--- src/rtl/sha_block_unpack.sv ---
// sha_block_unpack: reads a padded SHA-256 block, validates padding, writes recovered bytes.
module sha_block_unpack #(
  parameter int MAX_MESSAGE_LENGTH = 55,
  parameter int BLOCK_WORDS = 16
) (
  input  logic                                  clk,
  input  logic                                  reset,
  input  logic                                  xxx__dut__go,
  output logic                                  dut__xxx__finish,
  output logic                                  dut__xxx__error,
  output logic [$clog2(MAX_MESSAGE_LENGTH):0]   dut__xxx__msg_length,
  output logic [$clog2(BLOCK_WORDS)-1:0]        dut__bmem__address,
  output logic                                  dut__bmem__enable,
  output logic                                  dut__bmem__write,
  input  logic [31:0]                           bmem__dut__data,
  output logic [$clog2(MAX_MESSAGE_LENGTH)-1:0] dut__msg__address,
  output logic [7:0]                            dut__msg__data,
  output logic                                  dut__msg__enable,
  output logic                                  dut__msg__write
);
  localparam int LW = $clog2(MAX_MESSAGE_LENGTH) + 1;
  localparam int AW = $clog2(MAX_MESSAGE_LENGTH);
  localparam int BW = $clog2(BLOCK_WORDS);
  localparam int NB = BLOCK_WORDS * 4;
  localparam int CW = AW > BW + 1 ? AW : BW + 1;
  typedef enum logic [2:0] {IDLE, READ, CHECK, WRITE, DONE} state_t;
  state_t          state_q, state_d;
  logic [CW-1:0]   cnt_q, cnt_d;
  logic [NB*8-1:0] buf_q, buf_d;
  logic            finish_q, finish_d, error_q, error_d, ben_q, ben_d, men_q, men_d;
  logic [LW-1:0]   len_q, len_d;
  logic [BW-1:0]   baddr_q, baddr_d;
  logic [AW-1:0]   maddr_q, maddr_d;
  logic [7:0]      mdata_q, mdata_d, wbyte;
  logic [31:0]     l32;
  logic            pass;
  // Length comes from all of word 15 so oversized values fail the range check.
  always_comb begin
    l32 = {3'b000, buf_q[31:3]};
    pass = buf_q[63:32] == '0 && buf_q[2:0] == '0 && l32 <= MAX_MESSAGE_LENGTH;
    for (int i = 0; i < NB - 8; i++)
      pass = pass && (l32 == i ? buf_q[8*(NB-1-i) +: 8] == 8'h80 : (l32 > i || buf_q[8*(NB-1-i) +: 8] == 8'h00));
    wbyte = buf_q[8*(NB-1-int'(cnt_q)) +: 8];
  end
  always_ff @(posedge clk) begin
    if (!reset) begin
      state_q  <= IDLE;
      cnt_q    <= '0;
      buf_q    <= '0;
      finish_q <= 1'b0;
      error_q  <= 1'b0;
      len_q    <= '0;
      ben_q    <= 1'b0;
      baddr_q  <= '0;
      men_q    <= 1'b0;
      maddr_q  <= '0;
      mdata_q  <= '0;
    end else begin
      state_q  <= state_d;
      cnt_q    <= cnt_d;
      buf_q    <= buf_d;
      finish_q <= finish_d;
      error_q  <= error_d;
      len_q    <= len_d;
      ben_q    <= ben_d;
      baddr_q  <= baddr_d;
      men_q    <= men_d;
      maddr_q  <= maddr_d;
      mdata_q  <= mdata_d;
    end
  end
  // Read data lags the issued address by two edges, so word cnt-1 is captured.
  always_comb begin
    state_d = state_q;
    cnt_d   = cnt_q;
    buf_d   = buf_q;
    case (state_q)
      IDLE: begin
        state_d = xxx__dut__go ? READ : IDLE;
        cnt_d   = '0;
      end
      READ: begin
        cnt_d = cnt_q + 1'b1;
        if (cnt_q != '0) buf_d[32*(BLOCK_WORDS-int'(cnt_q)) +: 32] = bmem__dut__data;
        if (cnt_q == CW'(BLOCK_WORDS)) state_d = CHECK;
      end
      CHECK: begin
        state_d = pass && l32 != '0 ? WRITE : DONE;
        cnt_d   = '0;
      end
      WRITE: begin
        cnt_d   = cnt_q + 1'b1;
        state_d = LW'(cnt_q) + LW'(1) == len_q ? DONE : WRITE;
      end
      default: state_d = IDLE;
    endcase
  end
  always_comb begin
    finish_d = state_q == DONE;
    ben_d    = (state_q == IDLE && xxx__dut__go) || (state_q == READ && cnt_q < CW'(BLOCK_WORDS - 1));
    baddr_d  = state_q == READ && ben_d ? BW'(cnt_q + 1'b1) : '0;
    men_d    = state_q == WRITE;
    maddr_d  = men_d ? cnt_q[AW-1:0] : '0;
    mdata_d  = men_d ? wbyte : '0;
    error_d  = state_q == CHECK ? !pass : (state_q == IDLE && xxx__dut__go) ? 1'b0 : error_q;
    len_d    = state_q == CHECK && pass ? l32[LW-1:0] :
               (state_q == CHECK || (state_q == IDLE && xxx__dut__go)) ? '0 : len_q;
  end
  assign dut__xxx__finish     = finish_q;
  assign dut__xxx__error      = error_q;
  assign dut__xxx__msg_length = len_q;
  assign dut__bmem__address   = baddr_q;
  assign dut__bmem__enable    = ben_q;
  assign dut__bmem__write     = 1'b0;
  assign dut__msg__address    = maddr_q;
  assign dut__msg__data       = mdata_q;
  assign dut__msg__enable     = men_q;
  assign dut__msg__write      = men_q;
endmodule

--- config.mk ---
export PLATFORM = sky130hd
export DESIGN_NAME = sha_block_unpack
export DESIGN_NICKNAME = d
export VERILOG_FILES = /design/src/rtl/sha_block_unpack.sv
export SDC_FILE = /design/constraint.sdc
export NUM_CORES = 2
export LEC_CHECK = 0
export CORE_MARGIN = 4
export CORE_UTILIZATION = 30
export CTS_CLUSTER_DIAMETER = 120
export DETAILED_ROUTE_END_ITERATION = 8
export PLACE_DENSITY = 0.52
export SLEW_MARGIN = 20
export SYNTH_ARGS = -nofsm -noshare
export SYNTH_HDL_FRONTEND = slang
export SYNTH_SLANG_ARGS = --single-unit
export TNS_END_PERCENT = 100
--- constraint.sdc ---
create_clock -name clk -period 4.1 [get_ports clk]
set_clock_uncertainty 0.15 [all_clocks]
set_input_delay 0.41 -clock clk [delete_from_list [all_inputs] [get_ports clk]]
set_output_delay 0.41 -clock clk [all_outputs]
set_load 0.005 [all_outputs]
# == After elaboration in Yosys (flattened, before gate mapping) ==
# Cells that the tools add are included.
# W data, S select, Z words.
# classes
n_eq_ne,118
shift,3
n_addsub,5
reduce_logical,192
muxes,67
order_cmp,58
# ops
op,count
$eq A29 B6 Y1 const B,24
$gt A29 B6 Y1 const B,24
$bwmux W512,1
$shift A32 B33 Y512 const A,1
$shiftx A32 B33 Y512,1
$shiftx A512 B10 Y8,1
$eq A29 B5 Y1 const B,16
$gt A29 B5 Y1 const B,16
$eq A8 B8 Y1 const B,56
$logic_not A8 Y1,56
$eq A29 B4 Y1 const B,8
$gt A29 B4 Y1 const B,8
$eq A29 B3 Y1 const B,4
$gt A29 B3 Y1 const B,4
$logic_and A1 B1 Y1,63
$mux W1,59
$eq A29 B2 Y1 const B,2
$gt A29 B1 Y1 const B,2
$gt A29 B2 Y1 const B,2
$logic_or A1 B1 Y1,58
$neg A12 Y33,1
$logic_not A32 Y1,1
$reduce_bool A32 Y1,1
$eq A29 B1 Y1 const B,1
23 further kinds,33
# totals
register_bits,550
word_cells,454
out_inout_bits,31
inputBits,35

# == Depth between registers and ports, before layout ==
# depth
depth_word,62
mapped_depth,17
depth_no_buf,13

# == Worst setup path after synthesis ==
# OpenSTA, ideal clock, no wires.
# synth_path
kind,flip-flop to flip-flop
start,register cnt_q[1]
end,register buf_q[420]
synth_period_minus_slack_ns,3.989
n_path_buf,5
setup_ns,0.122
t_arrival_ns,3.716
required_time_ns,3.828
path_slack_ns,0.111
stages_incl_launch_ff,18
path_cell_list,dfxtp_1 -> buf_2 -> inv_1 -> ha_1 -> clkbuf_1 -> or2_2 -> or3_1 -> ha_1 -> nor4_1 -> nand4_1 -> or4_1 -> a21oi_2 -> buf_4 -> buf_2 -> nand3_1 -> clkbuf_1 -> nand2_1 -> a21boi_0
# synth_between
elab_chain_cells,4
word_cells_on_any_way,7
classes_between,add/sub (2); shift (2); mux (1); reduce/logical (2)
# synth_rtl
element,line,text
"start, declared",28,"logic [CW-1:0] cnt_q, cnt_d;"
"start signal, assigned",60,cnt_q <= cnt_d;
$sub A5 B6 Y7,84,if (cnt_q != '0) buf_d[32*(BLOCK_WORDS-int'(cnt_q)) +: 32] = bmem__dut__data;
$neg A12 Y33,84,
$shiftx A32 B33 Y512 / $shift A32 B33 Y512 (equally long branches),84,
$bwmux W512,84,
"end signal, assigned",61,buf_q <= buf_d;
"end, declared",29,"logic [NB*8-1:0] buf_q, buf_d;"
# Parallel ways exist; a longest one is shown, timed or not.
# A chain may end at the register's enable or synchronous reset.

# == Final worst setup path ==
# layout_path
start,register cnt_q[1]
end,register buf_q[37]
# The elaborated chain is that of the path after synthesis.

==> results.md <==
* CTS tree: done
* Post-synthesis cell count at 3403
* CTS H-tree lvls at 3
* Hold/Removal Path Class: in2reg
* Synth warn at 0
* Worst-skew pair later-pin latency at 0.63 ns
* Clock tree sinks at 550
* Drt pass-1 iters at 6
* First-pass GRT wire length at 193000 um
* Final antenna-violating net count at 0
* Area leader, netlist: dfxtp_1
* Outcome: finished, final reports clean
* Nets@finish at 3374
* Multi-input gate area at 0.0172 mm^2
* WP data required at 4.47 ns
* Switching Power at 3.95 mW
* Area after DPL at 0.0319 mm^2
* CP max-delay cell: or4_4
* Layout area overhead at 16.7%
* Sw Share at 29.6%
* Die X at 323 um
* Worst-Margin Slew at 1.48 ns
* Setup Viol. Count Final at 0
* Design area at 0.0348 mm^2
* All-layer global routing usage at 25.0%
* Pwr Density at 383 mW/mm^2
* Crit-path cells: inv_2 > ha_2 > or3b_4 > a21oi_1 > buf_4 > ha_1 > nor4_2 > nand4_1 > or4_4 > a21oi_4 > buf_12 > buf_12 > and3_4 > clkbuf_16 > nand4_1 > a21boi_0
* Power Internal at 9.38 mW
* Min cycle time layout at 4.02 ns
* Yosys reg bits at 550
* Fill cells at 10090
* Max Slew Vio Count at 0
* Clock transition at path regs at 0.06 ns
* Die H at 323 um
* CP max stage delay at 0.44 ns
* Largest net degree at the start of global routing at 246
* Netlist Area Pre-Place at 0.0298 mm^2
* Die area at 0.104 mm^2
* Logic pwr share at 15.4%
* Hold Fails Final Rpt at 0
* Boundary Pins at 66
* Number of global-route vias before repair at 25927
* CP Class: reg2reg
* Initial antenna violation count at 4
* CTS Hold Bufs at 0
* Routability cong. at 1.02
* DRT Wirelength at 138000 um
* Total CTS buffers at 66
* Area contributors post-synth: dfxtp_1 37%, mux4_2 13%, a21boi_0 10%, nand2_1 7.3%, nand3_1 6.0%
* Tot Pwr at 13.3 mW
* # DRC at 0
* Routed vias at 28655
* Peak VDD IR at 0.284 mV
* CP arrival at 4.39 ns
* P_leak at 10.9 nW
* Async SR Flop Fraction at 0%
* Fin crit share at 98.1%
* Seq pwr share at 40.5%
* Commonest non-fill, non-tap cell in the layout: nand2_1
* Core Box Area at 0.0984 mm^2
* EDFF count, synth at 0
* Clock root buffer: clkbuf_16
* Syn nets at 3446
* GRT overflow at 0
* Worst Slack Setup Final at 0.0772 ns
* Via-to-Cell Ratio at 6.14
* Top_reg_cell synth: dfxtp_1
* Worst hold slack at 0.0753 ns
* Avg Synthesized Cell Area at 8.75 um^2
* Highest Clock Rate at 249 MHz
* Initial Utilization at 30.3%
* Synth top area share at 37.0%
* Max_cap viols at 0
* Port bufs at 64
* Worst setup SP type: flip-flop
* Initial drt markers at 3581
* Distinct cells, synth at 83
* Share of cells above drive strength 1 at 15.6%
* Setup WS pre-CTS at 0.0602 ns
* Crit path max fanout at 16
* HPWL Detailed at 88000 um
* Clock power share at 44.0%
* Slew HR at 1.43%
* Family with the most delay on the worst path: simple AND/OR/NAND/NOR gates
* WL/cell at 29.6 um
* Max clock buf depth at 3
* Buf/Inv on CP at 5
* Core Util, Final at 35.3%
* Most frequent cells in the layout: 578 x nand2_1, 547 x dfxtp_1, 358 x nand3_1
* # rows at 115
* FF+latch area at 0.0110 mm^2
* Worst Setup End Kind: flip-flop
* Register area share after synthesis at 37.0%
[registers in the layout (all words and copies together) (netlist names)]
name / flops
dut__msg__address: 6
cnt_q: 6
dut__xxx__finish: 1
dut__xxx__msg_length: 7
dut__msg__data: 8
buf_q: 512
dut__msg__enable: 1
dut__bmem__enable: 1
dut__bmem__address: 4
dut__xxx__error: 1
state_q: 3
[power groups by stage]
stage / clock, mW / combinational, mW / sequential (mW)
4_1_cts: 5.95 / 1.94 / 5.41
5_1_grt: 6.17 / 2.13 / 5.40
6_report: 5.87 / 2.05 / 5.40
2_1_floorplan: 0 / 1.18 / 5.51
3_3_place_gp: 0 / 1.94 / 5.53
3_5_place_dp: 0 / 1.93 / 5.53
[final timing paths]
check	start	endpoint	depth (start not counted)	slack, ns
worst max-delay path	cnt_q[1]	buf_q[37]	16	0.08
worst min-delay path	reset	buf_q[237]	2	0.08
worst max register to register	cnt_q[1]	buf_q[37]	16	0.08
worst min register to register	buf_q[172]	buf_q[172]	2	0.32
[metal layers]
metal	GRT usage, %	up-vias	part of all wire (%)
li1	-	12500	-
met1	34.3	14404	42
met2	38.3	1442	44
met3	4.29	307	8.2
met4	11.7	2	5.4
met5	0	-	0.0094
[synthesized netlist by cell type (27+ instances only)]
master and instances:
a21boi_0 411, clkbuf_1 270, nand2_1 578, dfxtp_1 550, nor4_1 100, buf_2 56
nand3_1 360, mux4_2 167, nor3_1 73, a21boi_1 104, buf_1 27, nand4_1 224
nor2_1 50, buf_4 40
[metrics by stage]
stage                     TNS [ns]  std cells
after floorplan                  0       3403
after global placement           0       4524
after detailed placement         0       4524
after CTS                        0       4640
after global routing       -0.0581       4666
final                            0       4667
[kinds of logic after synthesis]
| group | count (synthesis) | share of synthesized area (%) |
|---|---|---|
| AND/OR/NAND/NOR | 1562 | 26.4 |
| flip-flops | 550 | 37.0 |
| adder cells (fa/ha/maj) | 8 | 0.336 |
| buffers and inverters | 407 | 5.89 |
| AO/OA/AOI/OAI | 691 | 17.2 |
| other | 1 | 0.0126 |
| XOR/XNOR | 15 | 0.441 |
| multiplexers | 169 | 12.7 |
[what timing repair did]
item / CTS / global route
gates resized for setup: 0 / 125
buffers inserted: 0 / 6
endpoints found under the setup margin: 0 / 480
[cell type report]
type                       count  share of cell area, %
antenna                        1                0.00720
clock buffer                  97                   5.55
clock inverter                19                  0.558
inverter                      13                  0.140
multi-input combinational   2446                   49.5
sequential                   550                   31.7
tap                         1287                   4.63
timing repair buffer         254                   7.88
Note: power is estimated with default switching activity, not from simulation.
